### src/rtl/arm_mc_ctrl_if.sv
// ---------------------------------------------------------------------------
// arm_mc_ctrl_if
//   Bundle between the multi-cycle controller and its datapath.
//   Datapath -> controller : Instr[31:12] (as [19:0]), ALUFlags {N,Z,C,V},
//                            MemReady.
//   Controller -> datapath : PCWrite, AdrSrc, MemWrite, IRWrite, RegWrite,
//                            ResultSrc, ALUSrcA, ALUSrcB, ImmSrc, RegSrc,
//                            ALUControl.
//   master : the controller side (drives the control word).
//   slave  : the datapath side (drives instruction, flags, memory ready).
// ---------------------------------------------------------------------------
interface arm_mc_ctrl_if;
  logic [19:0] Instr;
  logic [3:0]  ALUFlags;
  logic        MemReady;

  logic        PCWrite;
  logic        AdrSrc;
  logic        MemWrite;
  logic        IRWrite;
  logic        RegWrite;
  logic [1:0]  ResultSrc;
  logic [1:0]  ALUSrcA;
  logic [1:0]  ALUSrcB;
  logic [1:0]  ImmSrc;
  logic [1:0]  RegSrc;
  logic [1:0]  ALUControl;

  modport master (
    input  Instr, ALUFlags, MemReady,
    output PCWrite, AdrSrc, MemWrite, IRWrite, RegWrite,
           ResultSrc, ALUSrcA, ALUSrcB, ImmSrc, RegSrc, ALUControl
  );

  modport slave (
    output Instr, ALUFlags, MemReady,
    input  PCWrite, AdrSrc, MemWrite, IRWrite, RegWrite,
           ResultSrc, ALUSrcA, ALUSrcB, ImmSrc, RegSrc, ALUControl
  );
endinterface

### src/rtl/arm_mc_ctrl.sv
// ---------------------------------------------------------------------------
// arm_mc_ctrl
//   Multi-cycle ARM control unit: 10-state sequencer, instruction decode of
//   Instr[31:12], architectural NZCV flags and condition evaluation.
//
//   Ports:
//     Clk    in   clock, rising edge
//     Rst    in   synchronous active-high reset; also masks all write strobes
//     bus    --   arm_mc_ctrl_if.master (instruction/flags/ready in,
//                 datapath control word out)
//     State  out  current sequencer state (debug), zero-extended to STATE_W
//
//   Parameters:
//     HAS_MEM_STALL  1: FETCH/MEMREAD/MEMWRITE wait on MemReady
//                    0: MemReady ignored, every access completes at once
//     STATE_W        width of the State debug port (>= 4)
//
//   The control word is a decode of the registered state. Strobes are then
//   qualified in the same cycle by MemReady, CondEx and Rst, which is why
//   they cannot themselves be flopped: a stalled FETCH or a failed condition
//   must suppress the write in the very cycle it happens.
// ---------------------------------------------------------------------------
module arm_mc_ctrl #(
  parameter int HAS_MEM_STALL = 1,
  parameter int STATE_W       = 4
) (
  input  logic               Clk,
  input  logic               Rst,
  arm_mc_ctrl_if.master      bus,
  output logic [STATE_W-1:0] State
);

  typedef enum logic [3:0] {
    S_FETCH    = 4'd0,
    S_DECODE   = 4'd1,
    S_MEMADR   = 4'd2,
    S_MEMREAD  = 4'd3,
    S_MEMWB    = 4'd4,
    S_MEMWRITE = 4'd5,
    S_EXECR    = 4'd6,
    S_EXECI    = 4'd7,
    S_ALUWB    = 4'd8,
    S_BRANCH   = 4'd9
  } state_e;

  localparam logic [1:0] ALU_ADD = 2'b00;
  localparam logic [1:0] ALU_SUB = 2'b01;
  localparam logic [1:0] ALU_AND = 2'b10;
  localparam logic [1:0] ALU_ORR = 2'b11;

  // -------------------------------------------------------------------------
  // Instruction fields (Instr[31:12] arrives as bus.Instr[19:0])
  // -------------------------------------------------------------------------
  logic [3:0] cond;
  logic [1:0] op;
  logic [5:0] funct;
  logic [3:0] rd;
  logic       rd_is_pc;
  logic       unused_rn;

  assign cond     = bus.Instr[19:16];
  assign op       = bus.Instr[15:14];
  assign funct    = bus.Instr[13:8];
  assign rd       = bus.Instr[3:0];
  assign rd_is_pc = (rd == 4'd15);
  // Rn is routed by the datapath through RegSrc; the controller never looks at it.
  assign unused_rn = ^bus.Instr[7:4];

  // Memory handshake; with no stalling memory every access completes at once.
  logic mem_rdy;
  assign mem_rdy = (HAS_MEM_STALL != 0) ? bus.MemReady : 1'b1;

  // -------------------------------------------------------------------------
  // State and flags
  // -------------------------------------------------------------------------
  state_e     state_q, state_d;
  logic [3:0] flags_q, flags_d;

  always_ff @(posedge Clk) begin
    if (Rst) begin
      state_q <= S_FETCH;
      flags_q <= 4'b0000;
    end else begin
      state_q <= state_d;
      flags_q <= flags_d;
    end
  end

  assign State = STATE_W'(state_q);

  // -------------------------------------------------------------------------
  // Condition check against the stored flags
  // -------------------------------------------------------------------------
  logic flag_n, flag_z, flag_c, flag_v;
  logic cond_ex;

  assign {flag_n, flag_z, flag_c, flag_v} = flags_q;

  always_comb begin
    cond_ex = 1'b0;
    case (cond)
      4'b0000: cond_ex = flag_z;                            // EQ
      4'b0001: cond_ex = ~flag_z;                           // NE
      4'b0010: cond_ex = flag_c;                            // CS
      4'b0011: cond_ex = ~flag_c;                           // CC
      4'b0100: cond_ex = flag_n;                            // MI
      4'b0101: cond_ex = ~flag_n;                           // PL
      4'b0110: cond_ex = flag_v;                            // VS
      4'b0111: cond_ex = ~flag_v;                           // VC
      4'b1000: cond_ex = flag_c & ~flag_z;                  // HI
      4'b1001: cond_ex = ~flag_c | flag_z;                  // LS
      4'b1010: cond_ex = (flag_n == flag_v);                // GE
      4'b1011: cond_ex = (flag_n != flag_v);                // LT
      4'b1100: cond_ex = ~flag_z & (flag_n == flag_v);      // GT
      4'b1101: cond_ex = flag_z | (flag_n != flag_v);       // LE
      4'b1110: cond_ex = 1'b1;                              // AL
      default: cond_ex = 1'b0;                              // 1111: never
    endcase
  end

  // -------------------------------------------------------------------------
  // Data-processing decode: ALU op, CMP suppression, which flags are written
  // -------------------------------------------------------------------------
  logic [1:0] dp_alu;
  logic       dp_no_write;
  logic       dp_upd_nzcv;
  logic       dp_upd_nz;

  always_comb begin
    dp_alu      = ALU_ADD;
    dp_no_write = 1'b0;
    dp_upd_nzcv = 1'b0;
    dp_upd_nz   = 1'b0;
    case (funct[4:1])
      4'b0100: begin dp_alu = ALU_ADD; dp_upd_nzcv = 1'b1; end
      4'b0010: begin dp_alu = ALU_SUB; dp_upd_nzcv = 1'b1; end
      4'b0000: begin dp_alu = ALU_AND; dp_upd_nz   = 1'b1; end
      4'b1100: begin dp_alu = ALU_ORR; dp_upd_nz   = 1'b1; end
      4'b1010: begin dp_alu = ALU_SUB; dp_upd_nzcv = 1'b1; dp_no_write = 1'b1; end
      // Unsupported codes still sequence as an add but leave the flags alone.
      default: dp_alu = ALU_ADD;
    endcase
  end

  // -------------------------------------------------------------------------
  // Sequencer: next state, flag update and control word
  // -------------------------------------------------------------------------
  logic       pc_write, ir_write, reg_write, mem_write;
  logic       adr_src;
  logic [1:0] result_src, alu_src_a, alu_src_b, alu_control;
  logic       flags_we;

  // Flags only move on the execute edge of a passing S-suffixed instruction.
  assign flags_we = funct[0] & cond_ex;

  always_comb begin
    state_d     = state_q;
    flags_d     = flags_q;
    pc_write    = 1'b0;
    ir_write    = 1'b0;
    reg_write   = 1'b0;
    mem_write   = 1'b0;
    adr_src     = 1'b0;
    result_src  = 2'b00;
    alu_src_a   = 2'b00;
    alu_src_b   = 2'b00;
    alu_control = ALU_ADD;

    case (state_q)
      S_FETCH: begin
        // PC+4 is computed every cycle; it is only committed with the word.
        alu_src_a  = 2'b01;
        alu_src_b  = 2'b10;
        result_src = 2'b10;
        if (mem_rdy) begin
          pc_write = 1'b1;
          ir_write = 1'b1;
          state_d  = S_DECODE;
        end
      end

      S_DECODE: begin
        // Second PC+4 gives PC+8 for any R15 operand read this cycle.
        alu_src_a  = 2'b01;
        alu_src_b  = 2'b10;
        result_src = 2'b10;
        case (op)
          2'b01:   state_d = S_MEMADR;
          2'b00:   state_d = funct[5] ? S_EXECI : S_EXECR;
          2'b10:   state_d = S_BRANCH;
          default: state_d = S_FETCH;
        endcase
      end

      S_MEMADR: begin
        alu_src_b = 2'b01;
        state_d   = funct[0] ? S_MEMREAD : S_MEMWRITE;
      end

      S_MEMREAD: begin
        adr_src = 1'b1;
        if (mem_rdy) state_d = S_MEMWB;
      end

      S_MEMWRITE: begin
        // Strobe stays up across wait states so the memory sees a stable request.
        adr_src   = 1'b1;
        mem_write = cond_ex;
        if (mem_rdy) state_d = S_FETCH;
      end

      S_MEMWB: begin
        result_src = 2'b01;
        reg_write  = cond_ex;
        pc_write   = cond_ex & rd_is_pc;
        state_d    = S_FETCH;
      end

      S_EXECR, S_EXECI: begin
        alu_src_b   = (state_q == S_EXECI) ? 2'b01 : 2'b00;
        alu_control = dp_alu;
        if (flags_we) begin
          if (dp_upd_nzcv)    flags_d = bus.ALUFlags;
          else if (dp_upd_nz) flags_d = {bus.ALUFlags[3:2], flags_q[1:0]};
        end
        state_d = S_ALUWB;
      end

      S_ALUWB: begin
        result_src = 2'b00;
        reg_write  = cond_ex & ~dp_no_write;
        pc_write   = cond_ex & ~dp_no_write & rd_is_pc;
        state_d    = S_FETCH;
      end

      S_BRANCH: begin
        alu_src_a  = 2'b01;
        alu_src_b  = 2'b01;
        result_src = 2'b10;
        pc_write   = cond_ex;
        state_d    = S_FETCH;
      end

      default: state_d = S_FETCH;
    endcase

    // Reset masks every architectural write in the cycle it is asserted.
    if (Rst) begin
      pc_write  = 1'b0;
      ir_write  = 1'b0;
      reg_write = 1'b0;
      mem_write = 1'b0;
    end
  end

  // -------------------------------------------------------------------------
  // Outputs
  // -------------------------------------------------------------------------
  assign bus.PCWrite    = pc_write;
  assign bus.IRWrite    = ir_write;
  assign bus.RegWrite   = reg_write;
  assign bus.MemWrite   = mem_write;
  assign bus.AdrSrc     = adr_src;
  assign bus.ResultSrc  = result_src;
  assign bus.ALUSrcA    = alu_src_a;
  assign bus.ALUSrcB    = alu_src_b;
  assign bus.ALUControl = alu_control;
  assign bus.ImmSrc     = op;
  assign bus.RegSrc     = {(op == 2'b01) & ~funct[0], (op == 2'b10)};

endmodule
### src/flat_wrapper.sv
// flat-port wrapper written by rule: the top's interface ports become plain ports
module arm_mc_ctrl_flat 
#(
  parameter int HAS_MEM_STALL = 1,
  parameter int STATE_W       = 4
)
  (Clk, Rst, State, bus_Instr, bus_ALUFlags, bus_MemReady, bus_PCWrite, bus_AdrSrc, bus_MemWrite, bus_IRWrite, bus_RegWrite, bus_ResultSrc, bus_ALUSrcA, bus_ALUSrcB, bus_ImmSrc, bus_RegSrc, bus_ALUControl);
  arm_mc_ctrl_if bus_i ();
  input  logic Clk;
  input  logic Rst;
  output logic [STATE_W-1:0] State;
  input wire logic [$bits(bus_i.Instr)-1:0] bus_Instr;
  input wire logic [$bits(bus_i.ALUFlags)-1:0] bus_ALUFlags;
  input wire logic [$bits(bus_i.MemReady)-1:0] bus_MemReady;
  output wire logic [$bits(bus_i.PCWrite)-1:0] bus_PCWrite;
  output wire logic [$bits(bus_i.AdrSrc)-1:0] bus_AdrSrc;
  output wire logic [$bits(bus_i.MemWrite)-1:0] bus_MemWrite;
  output wire logic [$bits(bus_i.IRWrite)-1:0] bus_IRWrite;
  output wire logic [$bits(bus_i.RegWrite)-1:0] bus_RegWrite;
  output wire logic [$bits(bus_i.ResultSrc)-1:0] bus_ResultSrc;
  output wire logic [$bits(bus_i.ALUSrcA)-1:0] bus_ALUSrcA;
  output wire logic [$bits(bus_i.ALUSrcB)-1:0] bus_ALUSrcB;
  output wire logic [$bits(bus_i.ImmSrc)-1:0] bus_ImmSrc;
  output wire logic [$bits(bus_i.RegSrc)-1:0] bus_RegSrc;
  output wire logic [$bits(bus_i.ALUControl)-1:0] bus_ALUControl;
  assign bus_i.Instr = bus_Instr;
  assign bus_i.ALUFlags = bus_ALUFlags;
  assign bus_i.MemReady = bus_MemReady;
  assign bus_PCWrite = bus_i.PCWrite;
  assign bus_AdrSrc = bus_i.AdrSrc;
  assign bus_MemWrite = bus_i.MemWrite;
  assign bus_IRWrite = bus_i.IRWrite;
  assign bus_RegWrite = bus_i.RegWrite;
  assign bus_ResultSrc = bus_i.ResultSrc;
  assign bus_ALUSrcA = bus_i.ALUSrcA;
  assign bus_ALUSrcB = bus_i.ALUSrcB;
  assign bus_ImmSrc = bus_i.ImmSrc;
  assign bus_RegSrc = bus_i.RegSrc;
  assign bus_ALUControl = bus_i.ALUControl;
  arm_mc_ctrl #(.HAS_MEM_STALL(HAS_MEM_STALL), .STATE_W(STATE_W)) u_core (.Clk(Clk), .Rst(Rst), .bus(bus_i), .State(State));
endmodule
### config.mk
export PLATFORM = sky130hd
export DESIGN_NAME = arm_mc_ctrl_flat
export DESIGN_NICKNAME = d
export VERILOG_FILES = /design/src/rtl/arm_mc_ctrl_if.sv /design/src/rtl/arm_mc_ctrl.sv /design/src/flat_wrapper.sv
export SDC_FILE = /design/constraint.sdc
export NUM_CORES = 1
export LEC_CHECK = 0
export CORE_MARGIN = 1
export CORE_UTILIZATION = 39
export DETAILED_ROUTE_END_ITERATION = 6
export PLACE_DENSITY = 0.86
export SLEW_MARGIN = 40
export SYNTH_ARGS = -nofsm -noshare
export SYNTH_HDL_FRONTEND = slang
export SYNTH_SLANG_ARGS = --single-unit
### constraint.sdc
create_clock -name Clk -period 2.5 [get_ports Clk]
set_clock_uncertainty 0.1 [all_clocks]
set_input_delay 0.5 -clock Clk [delete_from_list [all_inputs] [get_ports Clk]]
set_output_delay 0.5 -clock Clk [all_outputs]
set_load 0.005 [all_outputs]
==> metrics.yaml, run 1 <==
global_route:
  grt_pass1_wl_um: 4730
  grt_overflow: 0
  antenna_found_initial: 0
  grt_max_degree: 13
  gr-usage-all-layers_pct: 24.4
  grt_pass1_vias: 1095
place:
  dp.cells: 204
  port_buffers: 42
  place_congestion: 0.806
  hpwl_um: 2040
critical_path:
  critical_path_required_ps: 1900
  critPathLaunchType: "flip-flop"
  cp_cell_sequence: "xnor2_2 -> mux2i_1 -> a311oi_1 -> or4_4 -> o211a_1 -> buf_2"
  arrival_ps: 1950
  slowest_delay_ps: 470
  crit_fanout: 7
  critPathSlowestCell: "or4_4"
  worst_setup_path_end_kind: "primary output"
  worst-setup-path-type: "reg2out"
detailed_routing:
  routed_wl_um: 2860
  via_count: 1165
  drt_iter0_markers: 10
  ant_nets: 0
  wl_per_cell_um: 13.8
  vias_per_cell: 5.60
  drcViolationCount: 0
  first_pass_iters: 4
power:
  irDropWorstVdd_mv: 0.347
  swShare_pct: 32.0
  clkPwrFrac_pct: 21.9
  power.share.sequential_pct: 30.8
  combPwrFrac_pct: 47.4
  p_sw_uw: 148
  power_density_nw_per_um2: 304
  leakage_uw: 0.000635
  internal_power_uw: 315
  power.total_uw: 464
cts:
  cts_tree: "built"
  cts_buffers: 3
  worstSkewPairLatency_ps: 250
  root_buffer: "clkbuf_4"
  cts_buffer_depth: 2
  htreeDepth: 1
  clkSinkCount: 8
  clkTransAtPathRegs_ps: 60
  ctsHoldBuffers: 0
synthesis:
  netlist_area_um2: 920
  yosysWarnings: 0
  async_reset_ff_share_pct: 0
  yosysTopAreaCell: "dfxtp_1"
  avgSynthCellArea_um2: 7.18
  syn_inst: 128
  ys_types: 40
  syn_nets: 155
  ys_seq_area_share_pct: 17.4
  synth.top_cell.area_share_pct: 17.4
  synth-edff-count: 0
  synth_flop_cell: "dfxtp_1"
  ys_seq_elements: 8
  yosys-top-cells-area: "dfxtp_1 17%, mux2i_1 8.7%, nand2b_1 6.8%"
die:
  die_w_um: 50.6
  pin_count: 48
  initial_core_util_pct: 41.6
  die_area_um2: 2560
  core_um2: 2210
  die_y_um: 50.6
  num_rows: 17
run_status:
  violations: "negative setup slack"
  status: "finished with violations"
sta:
  worst_slack_ps: -46.9
  rsz0062_at_grt: "true"
  slew_viol_final: 0
  holdWs_ps: 436
  max_freq_mhz: 393
  fin_crit_ps: 2550
  fin_crit_sh_pct: 102
  setup_viol: 1
  hold_viol_final: 0
layout:
  layout_common_cells: "31 x clkdlybuf4s50_1, 18 x buf_4, 12 x nor2_1, 10 x nand2b_1, 8 x mux2i_1"
  stdcell_count: 208
  diodes: 0
  fillers: 179
  layout_commonest_cell: "clkdlybuf4s50_1"
  final_layout_size_suffix_gt1_share_pct: 26.1
  syn2layout_area_growth_pct: 66.0
  fin_nets: 209
job:
  cap_violations: 0
min_path:
  worstHoldPathType: "reg2reg"
Yosys cell counts (all sizes together) (2+ instances only):
| library cell | n |
|---|---|
| or2b | 2 |
| xor2 | 2 |
| nand3 | 4 |
| nor3 | 6 |
| clkbuf | 5 |
| or4 | 2 |
| inv | 3 |
| xnor2 | 3 |
| nor4 | 2 |
| dfxtp | 8 |
| and3 | 4 |
| nor2b | 4 |
| mux2i | 8 |
| a21oi | 7 |
| nand3b | 5 |
| buf | 6 |
| nor2 | 14 |
| nand2b | 10 |
| a311oi | 2 |
| nand2 | 5 |
| o21ai | 7 |
| nor3b | 5 |
cell type report:
cell class / count / area, µm² / area share [%]
clock buffer: 3 / 22.5 / 1.48
inverter: 3 / 11.3 / 0.738
multi-input combinational: 106 / 747 / 48.9
sequential: 8 / 169 / 11.1
tap: 28 / 35.0 / 2.30
timing repair buffer: 60 / 542 / 35.5
critical path: cells and delay by family (launching register included):
kind / cells / cell delay [ps]
muxes: 1 / 200
buffers and inverters: 1 / 120
xor gates and xnor gates: 1 / 180
and+or+nand+nor: 1 / 470
DFF: 1 / 370
AOI/OAI and AO/OA: 2 / 350
power groups by stage:
stage          clock (µW)  combinational [µW]  sequential (µW)
6_report              101                 220              143
5_1_grt               110                 237              144
4_1_cts               104                 216              142
3_5_place_dp            0                 206              147
3_3_place_gp            0                 202              146
2_1_floorplan           0                94.5              141
repair_timing:
item,CTS,global route
pin swaps,9,10
endpoints found under the setup margin,8,5
resized for setup,54,7
setup buffers,1,0
flip-flops by register name (all words and copies together) (netlist names):
| signal | cells |
|---|---|
| u_core.State | 4 |
| u_core.flags_q | 4 |
metrics by stage:
stage | instance area, µm² | setup slack [ps] | TNS (ps) | utilization [%]
after global routing | 1530 | -121 | -151 | 69.0
after CTS | 1510 | -43.8 | -43.8 | 68.1
after global placement | 1440 | -855 | -3380 | 65.2
after floorplan | 920 | 94.8 | 0 | -
after detailed placement | 1440 | -919 | -3860 | 65.2
final | 1530 | -46.9 | -46.9 | 69.0
cell families (layout without fill, tap and decap cells):
family	after synthesis	count (layout)	share of synthesized area, %
AO/OA/AOI/OAI	25	25	17.4
XOR/XNOR	5	5	4.76
buffers and inverters	14	66	7.76
flip-flops	8	8	17.4
multiplexers	8	8	8.71
other	1	1	0.408
AND/OR/NAND/NOR	67	67	43.5
final timing paths:
kind / cells past startpoint / slack [ps] / startpoint / end
worst max-delay path: 6 / -50 / u_core.flags_q[3]$_SDFFE_PP0P_ / bus_PCWrite
worst min-delay path: 2 / 440 / u_core.flags_q[2]$_SDFFE_PP0P_ / u_core.flags_q[2]$_SDFFE_PP0P_
worst max register to register: 7 / 530 / u_core.flags_q[3]$_SDFFE_PP0P_ / u_core.flags_q[3]$_SDFFE_PP0P_
worst min register to register: 2 / 440 / u_core.flags_q[2]$_SDFFE_PP0P_ / u_core.flags_q[2]$_SDFFE_PP0P_
per-layer routing:
metal | share of wire, % | GRT usage (%) | vias to the layer above
li1 | - | - | 564
met5 | 0 | 0 | -
met2 | 51 | 43.6 | 48
met4 | 0.70 | 6.02 | 0
met3 | 5.7 | 6.97 | 4
met1 | 43 | 28.2 | 549
Power figures use the tool's default switching activity.
==> run 2, diff against run 1 <==
SLEW_MARGIN = 20   (was 40)
==> results of run 2 <==
The final DEF is identical to that of run 1; final timing and power are the same.
